File: config.mk
export PLATFORM = sky130hd
export DESIGN_NAME = tune_arbiter_flat
export DESIGN_NICKNAME = d
export VERILOG_FILES = /design/src/rtl/tune_arbiter_if.sv /design/src/rtl/tune_arbiter.sv /design/src/flat_wrapper.sv
export SDC_FILE = /design/constraint.sdc
export NUM_CORES = 1
export LEC_CHECK = 0
export CORE_UTILIZATION = 40
export DETAILED_ROUTE_END_ITERATION = 10
export DONT_BUFFER_PORTS = 1
export SLEW_MARGIN = 25
export SYNTH_ARGS = -nofsm -noshare
export SYNTH_HDL_FRONTEND = slang
export SYNTH_SLANG_ARGS = --single-unit
File: constraint.sdc
create_clock -name aclk -period 4.5 [get_ports aclk]
set_clock_uncertainty 0.05 [all_clocks]
set_input_delay 0.675 -clock aclk [delete_from_list [all_inputs] [get_ports aclk]]
set_output_delay 0.675 -clock aclk [all_outputs]
set_load 0.01 [all_outputs]
File: src/rtl/tune_arbiter_if.sv
// UART byte stream in, tuning word and status strobes out of tune_arbiter.
interface tune_arbiter_if #(
  parameter int PHASE_W = 27
) ();
  logic [7:0]         rx_data;
  logic               rx_valid;
  logic [PHASE_W-1:0] phase_inc;
  logic               phase_inc_valid;
  logic               frame_err;

  modport master (
    output rx_data, rx_valid,
    input  phase_inc, phase_inc_valid, frame_err
  );

  modport slave (
    input  rx_data, rx_valid,
    output phase_inc, phase_inc_valid, frame_err
  );
endinterface

File: src/rtl/tune_arbiter.sv
// Owns the AM detector tuning word: merges debounced dial steps and UART SET
// frames into a clamped phase increment with a one-cycle write strobe.
module tune_arbiter #(
  parameter int                 PHASE_W       = 27,
  parameter logic [PHASE_W-1:0] DEFAULT_PHASE = PHASE_W'(8_388_608),
  parameter int                 STEP_INC      = 8389,
  parameter logic [PHASE_W-1:0] PHASE_MIN     = PHASE_W'(838_861),
  parameter logic [PHASE_W-1:0] PHASE_MAX     = PHASE_W'(67_108_863),
  parameter int                 DEBOUNCE      = 1024,
  parameter int                 FRAME_TIMEOUT = 1_280_000
) (
  input logic           aclk,
  input logic           reset,
  input logic           fq_ck,
  input logic           fq_dt,
  tune_arbiter_if.slave bus
);
  localparam int              DBW      = $clog2(DEBOUNCE + 1);
  localparam int              GW       = $clog2(FRAME_TIMEOUT + 1);
  localparam logic [DBW-1:0]  DB_LAST  = DBW'(DEBOUNCE - 1);
  localparam logic [GW-1:0]   GAP_LAST = GW'(FRAME_TIMEOUT - 1);

  typedef enum logic [2:0] {S_IDLE, S_B3, S_B2, S_B1, S_B0} pstate_t;

  function automatic logic [PHASE_W-1:0] sat_up(input logic [PHASE_W-1:0] cur);
    logic [PHASE_W:0] sum;
    sum = {1'b0, cur} + (PHASE_W+1)'(STEP_INC);
    return (sum > {1'b0, PHASE_MAX}) ? PHASE_MAX : sum[PHASE_W-1:0];
  endfunction

  function automatic logic [PHASE_W-1:0] sat_dn(input logic [PHASE_W-1:0] cur);
    logic signed [PHASE_W:0] diff;
    diff = $signed({1'b0, cur}) - $signed((PHASE_W+1)'(STEP_INC));
    return (diff < $signed({1'b0, PHASE_MIN})) ? PHASE_MIN : diff[PHASE_W-1:0];
  endfunction

  function automatic logic [PHASE_W-1:0] clamp_set(input logic [PHASE_W-1:0] w);
    if (w < PHASE_MIN) return PHASE_MIN;
    if (w > PHASE_MAX) return PHASE_MAX;
    return w;
  endfunction

  logic           ck_s1_q, ck_s2_q, dt_s1_q, dt_s2_q;
  logic           ck_db_q, dt_db_q, ck_prev_q, evt_q, evt_dn_q;
  logic [DBW-1:0] ck_cnt_q, dt_cnt_q;

  // Dial: synchronizer -> per-pin debounce -> registered rising-edge event
  always_ff @(posedge aclk or posedge reset) begin
    if (reset) begin
      ck_s1_q   <= 1'b0;
      ck_s2_q   <= 1'b0;
      dt_s1_q   <= 1'b0;
      dt_s2_q   <= 1'b0;
      ck_db_q   <= 1'b0;
      dt_db_q   <= 1'b0;
      ck_cnt_q  <= '0;
      dt_cnt_q  <= '0;
      ck_prev_q <= 1'b0;
      evt_q     <= 1'b0;
      evt_dn_q  <= 1'b0;
    end else begin
      ck_s1_q <= fq_ck;
      ck_s2_q <= ck_s1_q;
      dt_s1_q <= fq_dt;
      dt_s2_q <= dt_s1_q;
      if (ck_s2_q == ck_db_q) ck_cnt_q <= '0;
      else if (ck_cnt_q == DB_LAST) begin
        ck_db_q  <= ck_s2_q;
        ck_cnt_q <= '0;
      end else ck_cnt_q <= ck_cnt_q + 1'b1;
      if (dt_s2_q == dt_db_q) dt_cnt_q <= '0;
      else if (dt_cnt_q == DB_LAST) begin
        dt_db_q  <= dt_s2_q;
        dt_cnt_q <= '0;
      end else dt_cnt_q <= dt_cnt_q + 1'b1;
      ck_prev_q <= ck_db_q;
      evt_q     <= ck_db_q & ~ck_prev_q;
      evt_dn_q  <= dt_db_q;
    end
  end

  pstate_t              state_q, state_d;
  logic [PHASE_W-9:0]   word_q, word_d;
  logic [GW-1:0]        gap_q, gap_d;
  logic                 ferr_q, ferr_d;
  logic                 set_req;
  logic [PHASE_W-1:0]   set_word;

  // Only the low PHASE_W bits of the frame are kept; older bytes shift out the top.
  always_comb begin
    state_d  = state_q;
    word_d   = word_q;
    gap_d    = '0;
    ferr_d   = 1'b0;
    set_req  = 1'b0;
    set_word = {word_q, bus.rx_data};
    if (state_q != S_IDLE) gap_d = bus.rx_valid ? '0 : gap_q + 1'b1;
    case (state_q)
      S_IDLE: if (bus.rx_valid && bus.rx_data == 8'hA5) state_d = S_B3;
      S_B3, S_B2, S_B1: if (bus.rx_valid) begin
        word_d  = {word_q[PHASE_W-17:0], bus.rx_data};
        state_d = (state_q == S_B3) ? S_B2 : (state_q == S_B2) ? S_B1 : S_B0;
      end
      S_B0: if (bus.rx_valid) begin
        state_d = S_IDLE;
        set_req = 1'b1;
      end
      default: state_d = S_IDLE;
    endcase
    if (state_q != S_IDLE && !bus.rx_valid && gap_q == GAP_LAST) begin
      state_d = S_IDLE;
      ferr_d  = 1'b1;
    end
  end

  logic [PHASE_W-1:0] phase_q, phase_d;
  logic               pvld_q, pvld_d, ann_q, ann_d, pend_q, pend_d, pend_dn_q, pend_dn_d;
  logic               step_dn;

  // Announce and SET take the write port; a colliding dial step waits one slot.
  always_comb begin
    phase_d   = phase_q;
    pvld_d    = 1'b0;
    ann_d     = ann_q;
    pend_d    = pend_q;
    pend_dn_d = pend_dn_q;
    step_dn   = 1'b0;
    if (ann_q || set_req) begin
      phase_d = ann_q ? DEFAULT_PHASE : clamp_set(set_word);
      pvld_d  = 1'b1;
      ann_d   = 1'b0;
      if (evt_q) begin
        pend_d    = 1'b1;
        pend_dn_d = evt_dn_q;
      end
    end else if (pend_q || evt_q) begin
      step_dn   = pend_q ? pend_dn_q : evt_dn_q;
      phase_d   = step_dn ? sat_dn(phase_q) : sat_up(phase_q);
      pvld_d    = 1'b1;
      pend_d    = pend_q & evt_q;
      pend_dn_d = evt_dn_q;
    end
  end

  always_ff @(posedge aclk or posedge reset) begin
    if (reset) begin
      state_q   <= S_IDLE;
      word_q    <= '0;
      gap_q     <= '0;
      ferr_q    <= 1'b0;
      phase_q   <= DEFAULT_PHASE;
      pvld_q    <= 1'b0;
      ann_q     <= 1'b1;
      pend_q    <= 1'b0;
      pend_dn_q <= 1'b0;
    end else begin
      state_q   <= state_d;
      word_q    <= word_d;
      gap_q     <= gap_d;
      ferr_q    <= ferr_d;
      phase_q   <= phase_d;
      pvld_q    <= pvld_d;
      ann_q     <= ann_d;
      pend_q    <= pend_d;
      pend_dn_q <= pend_dn_d;
    end
  end

  assign bus.phase_inc       = phase_q;
  assign bus.phase_inc_valid = pvld_q;
  assign bus.frame_err       = ferr_q;
endmodule

File: src/flat_wrapper.sv
// flat-port wrapper written by rule: the top's interface ports become plain ports
module tune_arbiter_flat 
#(
  parameter int                 PHASE_W       = 27,
  parameter logic [PHASE_W-1:0] DEFAULT_PHASE = PHASE_W'(8_388_608),
  parameter int                 STEP_INC      = 8389,
  parameter logic [PHASE_W-1:0] PHASE_MIN     = PHASE_W'(838_861),
  parameter logic [PHASE_W-1:0] PHASE_MAX     = PHASE_W'(67_108_863),
  parameter int                 DEBOUNCE      = 1024,
  parameter int                 FRAME_TIMEOUT = 1_280_000
)
  (aclk, reset, fq_ck, fq_dt, bus_rx_data, bus_rx_valid, bus_phase_inc, bus_phase_inc_valid, bus_frame_err);
  tune_arbiter_if #(.PHASE_W(PHASE_W)) bus_i ();
  input logic aclk;
  input logic reset;
  input logic fq_ck;
  input logic fq_dt;
  input wire logic [$bits(bus_i.rx_data)-1:0] bus_rx_data;
  input wire logic [$bits(bus_i.rx_valid)-1:0] bus_rx_valid;
  output wire logic [$bits(bus_i.phase_inc)-1:0] bus_phase_inc;
  output wire logic [$bits(bus_i.phase_inc_valid)-1:0] bus_phase_inc_valid;
  output wire logic [$bits(bus_i.frame_err)-1:0] bus_frame_err;
  assign bus_i.rx_data = bus_rx_data;
  assign bus_i.rx_valid = bus_rx_valid;
  assign bus_phase_inc = bus_i.phase_inc;
  assign bus_phase_inc_valid = bus_i.phase_inc_valid;
  assign bus_frame_err = bus_i.frame_err;
  tune_arbiter #(.PHASE_W(PHASE_W), .DEFAULT_PHASE(DEFAULT_PHASE), .STEP_INC(STEP_INC), .PHASE_MIN(PHASE_MIN), .PHASE_MAX(PHASE_MAX), .DEBOUNCE(DEBOUNCE), .FRAME_TIMEOUT(FRAME_TIMEOUT)) u_core (.aclk(aclk), .reset(reset), .fq_ck(fq_ck), .fq_dt(fq_dt), .bus(bus_i));
endmodule
Word-level counts from Yosys, hierarchy flattened
Cells that the tools add are included.
Widths: inputs -> output; s select.

word-level totals
  register bits after elaboration = 106
  bits in latches = 0
  memory bits (writable) = 0
  memory bits (read-only) = 0
  input bits = 13
  output and inout bits = 29
  word-level logic and storage cells = 103
  memories kept = 0

operators by class
  add/subtract/negate cells = 5
  multiply operators = 0
  divide/modulo/power cells = 0
  order comparisons = 4
  equal/unequal tests = 14
  shifts and indexed selects = 0
  multiplexer cells = 40
  bitwise logic cells = 5
  reduce and logical (&&, ||, !) cells = 15

operators with widths
  cell                    count
  $mux 27                 10
  $mux 11                 4
  $mux 21                 2
  $add 27x14->28 const B  1
  $gt 28x26->1 const B    1
  $lt 28x21->1 const B    1
  $sub 27x14->28 const B  1
  $gt 27x26->1 const B    1
  $lt 27x20->1 const B    1
  $add 11x1->11 const B   2
  $eq 11x10->1 const B    2
  $add 21x1->21 const B   1
  $eq 21x21->1 const B    1
  $mux 3                  6
  $mux 1                  17
  $pmux 3 s3              1
  $eq 8x8->1 const B      1
  $reduce_and 2->1        4
  $eq 3x2->1 const B      2
  $ne 3x2->1 const B      2
  $eq 3x1->1 const B      1
  $eq 3x3->1 const B      1
  $logic_and 1x1->1       3
  $logic_not 3->1         1
  other kinds (11)        16

Depth between registers and ports, before layout
  depth after elaboration = 10
  depth in mapped cells = 11
  gate-level depth less buffers = 10

Least setup slack after synthesis
No wires, ideal clock.

  kind = register -> register
  start point = register u_core.phase_q[0] (netlist: u_core.bus.phase_inc[0])
  end point = register u_core.phase_q[22] (netlist: u_core.bus.phase_inc[22])
  library setup time = 0.139 ns
  arrival = 2.539 ns
  required time = 4.311 ns
  setup slack = 1.773 ns
  cell stages (with the launch flop) = 12
  buffers on the path = 1
  clock period less this slack = 2.727 ns
  cell sequence = dfrtp_1 -> inv_1 -> ha_1 -> and2b_1 -> nor2_4 -> nor3_1 -> or4_1 -> a21oi_1 -> o211ai_4 -> nand4_2 -> buf_6 -> o2111ai_1

on the way
  cells in the longest elaborated chain, start to end = 6
  elaborated cells on any way between the ends = 9
  those cells by class = add/sub: 2; order compare: 2; mux: 5

ends and longest elaborated chain
  element                                           RTL line                                source
  from (decl)                                       tune_arbiter.sv:116                     logic [PHASE_W-1:0] phase_q, phase_d;
  from (signal assigned)                            tune_arbiter.sv:161                     phase_q <= phase_d;
  $add 27x14->28 or $sub 27x14->28 (tied branches)  tune_arbiter.sv:27, tune_arbiter.sv:33
  $gt 28x26->1 or $lt 28x21->1 (tied branches)      tune_arbiter.sv:28, tune_arbiter.sv:34
  $mux 27 (on tied branches)                        tune_arbiter.sv:28, tune_arbiter.sv:34
  $mux 27 (*)                                       tune_arbiter.sv:138                     phase_d = step_dn ? sat_dn(phase_q) : sat_up(phase_q);
  $mux 27 (*)                                       tune_arbiter.sv:136                     end else if (pend_q || evt_q) begin
  $mux 27 (*)                                       tune_arbiter.sv:128                     if (ann_q || set_req) begin

Every way passes the cells marked *; elsewhere a longest branch is shown, timed or not. The select of a mux whose other input is x is not followed.
A chain may end at the register's enable or synchronous reset.

Worst setup path after layout
  start point = register u_core.phase_q[0] (netlist: u_core.bus.phase_inc[0])
  end point = register u_core.phase_q[5] (netlist: u_core.bus.phase_inc[5])

The elaborated chain is that of the path after synthesis.

==> run metrics <==
first-pass GRT wire length=25700 µm; Logic pwr share=19.7%; type of destination of the critical path=flop; initial antenna violation count=0; routability cong.=0.873; DR pass1 iterations=5; drt total wl=15800 µm; die extent in y=128 µm; P_sw=847 µW; DR WL/cell=17.6 µm; fin crit share=74.8%; Setup Crit Path Kind=flop to flop; top-area cell type share of the netlist area=41.0%; Int Power=1.76 mW; largest cells by area after synthesis=dfrtp_1, nor2_1, xor2_1, mux2_2, o21ai_0; setup_tns=0 ns; share of cells above drive strength 1=12.0%; synthesized area=6350 µm²; post-synth cell types=77; Max Clk Rate=297 MHz; cell taking the most area after synthesis=dfrtp_1; clock share of power=31.7%; Slew headroom=46.2%; Yosys reg bits=106; post-DR vias/cell=5.75; CTS tree=done; Max Root-Sink Buffers=2; Syn Nets=725; DP Worst Slack=1.23 ns; final slew viol count=0; port bufs=0; Peak VDD IR=0.237 mV; critical path's slowest cell=dfrtp_1; worst skew pair latency=0.36 ns; register area=2660 µm²; antenna diode count=0; register area share after synthesis=41.8%; measured slew at the worst slew-check pin=0.805 ns; fin worst setup slack=1.14 ns; dominant synthesized flop cell=dfrtp_1; CP required=4.71 ns; clock sinks=106; CP max FO=12; Hold Fails Final Rpt=0; die area=16400 µm²; root buf cell=clkbuf_16; RSZ-0062 raised after global routing=no; Hold Path Class=primary input to asynchronous set/reset pin; DRC viols=0; part of the power in registers=48.6%; data arrival time of the worst path=3.57 ns; number of buffers created by CTS=9; # IOs=42; Final Critical Period=3.36 ns; Worst Setup Start Kind=flop; Synth-to-Final Area Change=7.33%; Final nets=705; asr flop ratio synth=100%; Remaining Overflow, GRT=0; r2r setup slk=1.14 ns; status=complete, no violations; crit-path cells=inv_1, ha_1, and2b_1, o21ai_2, nand3_2, o211ai_1, nand2_1, o211ai_4, nand4_2, o2111ai_1; Multi-input gate area=3460 µm²; dpl hpwl=11400 µm; fin cells=902; die width=128 µm; largest net degree at the start of global routing=82; antenna viol nets, final=0; dpl cells=886; H-tree Lvls=3; Power Density=383 nW/µm²; Critical path buffers and inverters=1; static leakage=2.77 nW; Vias=5183; Starting Density=41.3%; endpoints failing setup=0; row cnt=45; Setup Buffers After CTS=0; # hold bufs at CTS=0; vias in the first global route=4859; Core ar.=15400 µm²; number of DRC markers in iteration 0=392; synthesized area per cell=8.99 µm²; Sw Share=32.5%; Filler cells=1491; Worst-path clk slew=0.07 ns; Finished Core Util=44.3%; Yosys warnings=0; GR Util All Layers=20.1%; post_cts resized=0; CP top delay family=compound AO/OA/AOI/OAI gates; CP max stage delay=0.51 ns; synthesized instance count=706; max_cap viols=0; Post-synth EDFFs=0
==> power by group through the flow <==
stage               combinational [mW]  clock [mW]  sequential (mW)
finish                           0.515       0.827             1.27
CTS                              0.519       0.850             1.27
global route                     0.571       0.885             1.30
detailed placement               0.517           0             1.29
floorplan                        0.462           0             1.20
global placement                 0.509           0             1.28
==> per-stage QoR <==
stage / total power [mW] / area, µm² / hold slack, ns
CTS: 2.64 / 6810 / 0.276
global route: 2.75 / 6820 / 0.278
finish: 2.61 / 6820 / 0.270
detailed placement: 1.80 / 6500 / 0.285
floorplan: 1.66 / 6350 / 0.281
global placement: 1.79 / 6500 / 0.288
==> metal layers <==
| layer | wire length [µm] | global-route usage, % |
|---|---|---|
| met5 | 0 | 0 |
| met4 | 323 | 8.37 |
| met3 | 994 | 3.76 |
| met2 | 7470 | 32.4 |
| met1 | 7050 | 26.4 |
==> area by class of cell <==
| type | instances | area share [%] |
|---|---|---|
| Multi-Input combinational cell | 545 | 50.7 |
| Clock buffer | 9 | 3.30 |
| Inverter | 15 | 0.900 |
| Tap cell | 211 | 3.87 |
| Sequential cell | 106 | 39.0 |
| Clock inverter | 7 | 1.25 |
| Timing Repair Buffer | 9 | 0.991 |
==> state kept, by name, indices dropped and copies added (netlist names), 3 cells and up <==
| register | cells |
|---|---|
| u_core.gap_q | 21 |
| u_core.word_q | 19 |
| u_core.bus.phase_inc | 27 |
| u_core.ck_cnt_q | 11 |
| u_core.state_q | 3 |
| u_core.dt_cnt_q | 11 |
==> cells in the mapped netlist (all sizes together) (3+ instances only) <==
library cell  number
or4                7
o21ai             57
and2               3
dfrtp            104
or3                4
a31oi              6
nand4             13
nor2b              3
o21a               6
mux2              24
ha                 6
o211a              3
inv               15
buf               14
o211ai            12
xnor2             21
nor4               8
a21oi             36
a211oi             4
nor2              89
and3              15
nand3             40
nand2             59
o31ai             11
o2111ai           12
nor3              23
or2                6
clkbuf            26
xor2              36
==> kinds of logic (layout without fill, tap and decap cells) <==
family | after synthesis | after routing | share of synthesized area, %
compound gates | 173 | 173 | 18.7
xor+xnor | 57 | 57 | 7.86
fa+ha+maj | 7 | 7 | 1.34
buf+inv | 55 | 40 | 3.90
flops | 106 | 106 | 41.8
mux | 26 | 26 | 4.57
other cells | 1 | 1 | 0.0591
simple gates | 281 | 281 | 21.8
==> cell usage in the layout (no fill, tap or decap), types with 5 or more instances in the layout <==
cell / synthesis / routed
inv_1: 15 / 14
or4_1: 6 / 6
dfrtp_1: 104 / 104
xor2_1: 36 / 36
nor3_1: 21 / 20
nor4_1: 7 / 7
buf_4: 1 / 9
and3_1: 15 / 15
clkbuf_16: 0 / 9
nand2_1: 59 / 59
xnor2_1: 21 / 21
ha_1: 6 / 6
nor2_1: 88 / 88
o31ai_1: 10 / 9
o21a_1: 6 / 6
o2111ai_1: 11 / 11
a21oi_1: 36 / 36
nand4_1: 12 / 12
o21ai_2: 5 / 5
a31oi_1: 6 / 6
mux2_2: 24 / 24
o211ai_1: 8 / 8
nand3_1: 39 / 39
or2_2: 6 / 6
o21ai_0: 48 / 48
==> worst register-to-register path, delay by kind of cell (launching register included) <==
kind,cells,cell delay [ns]
compound gates,4,1.20
fa+ha+maj,1,0.34
buf+inv,1,0.15
flops,1,0.51
simple gates,4,1.02
==> path summary, 6_finish.rpt <==
check,from,to,cells past startpoint
max,u_core.bus.phase_inc[0],u_core.bus.phase_inc[5],10
min,reset,u_core.gap_q[3],1
max reg2reg,u_core.bus.phase_inc[0],u_core.bus.phase_inc[5],10
min reg2reg,u_core.ck_s1_q,u_core.ck_s2_q,0
max in group asynchronous,reset,u_core.bus.phase_inc[7],2
min in group aclk,fq_ck,u_core.ck_s1_q,0
Power figures use the tool's default switching activity.
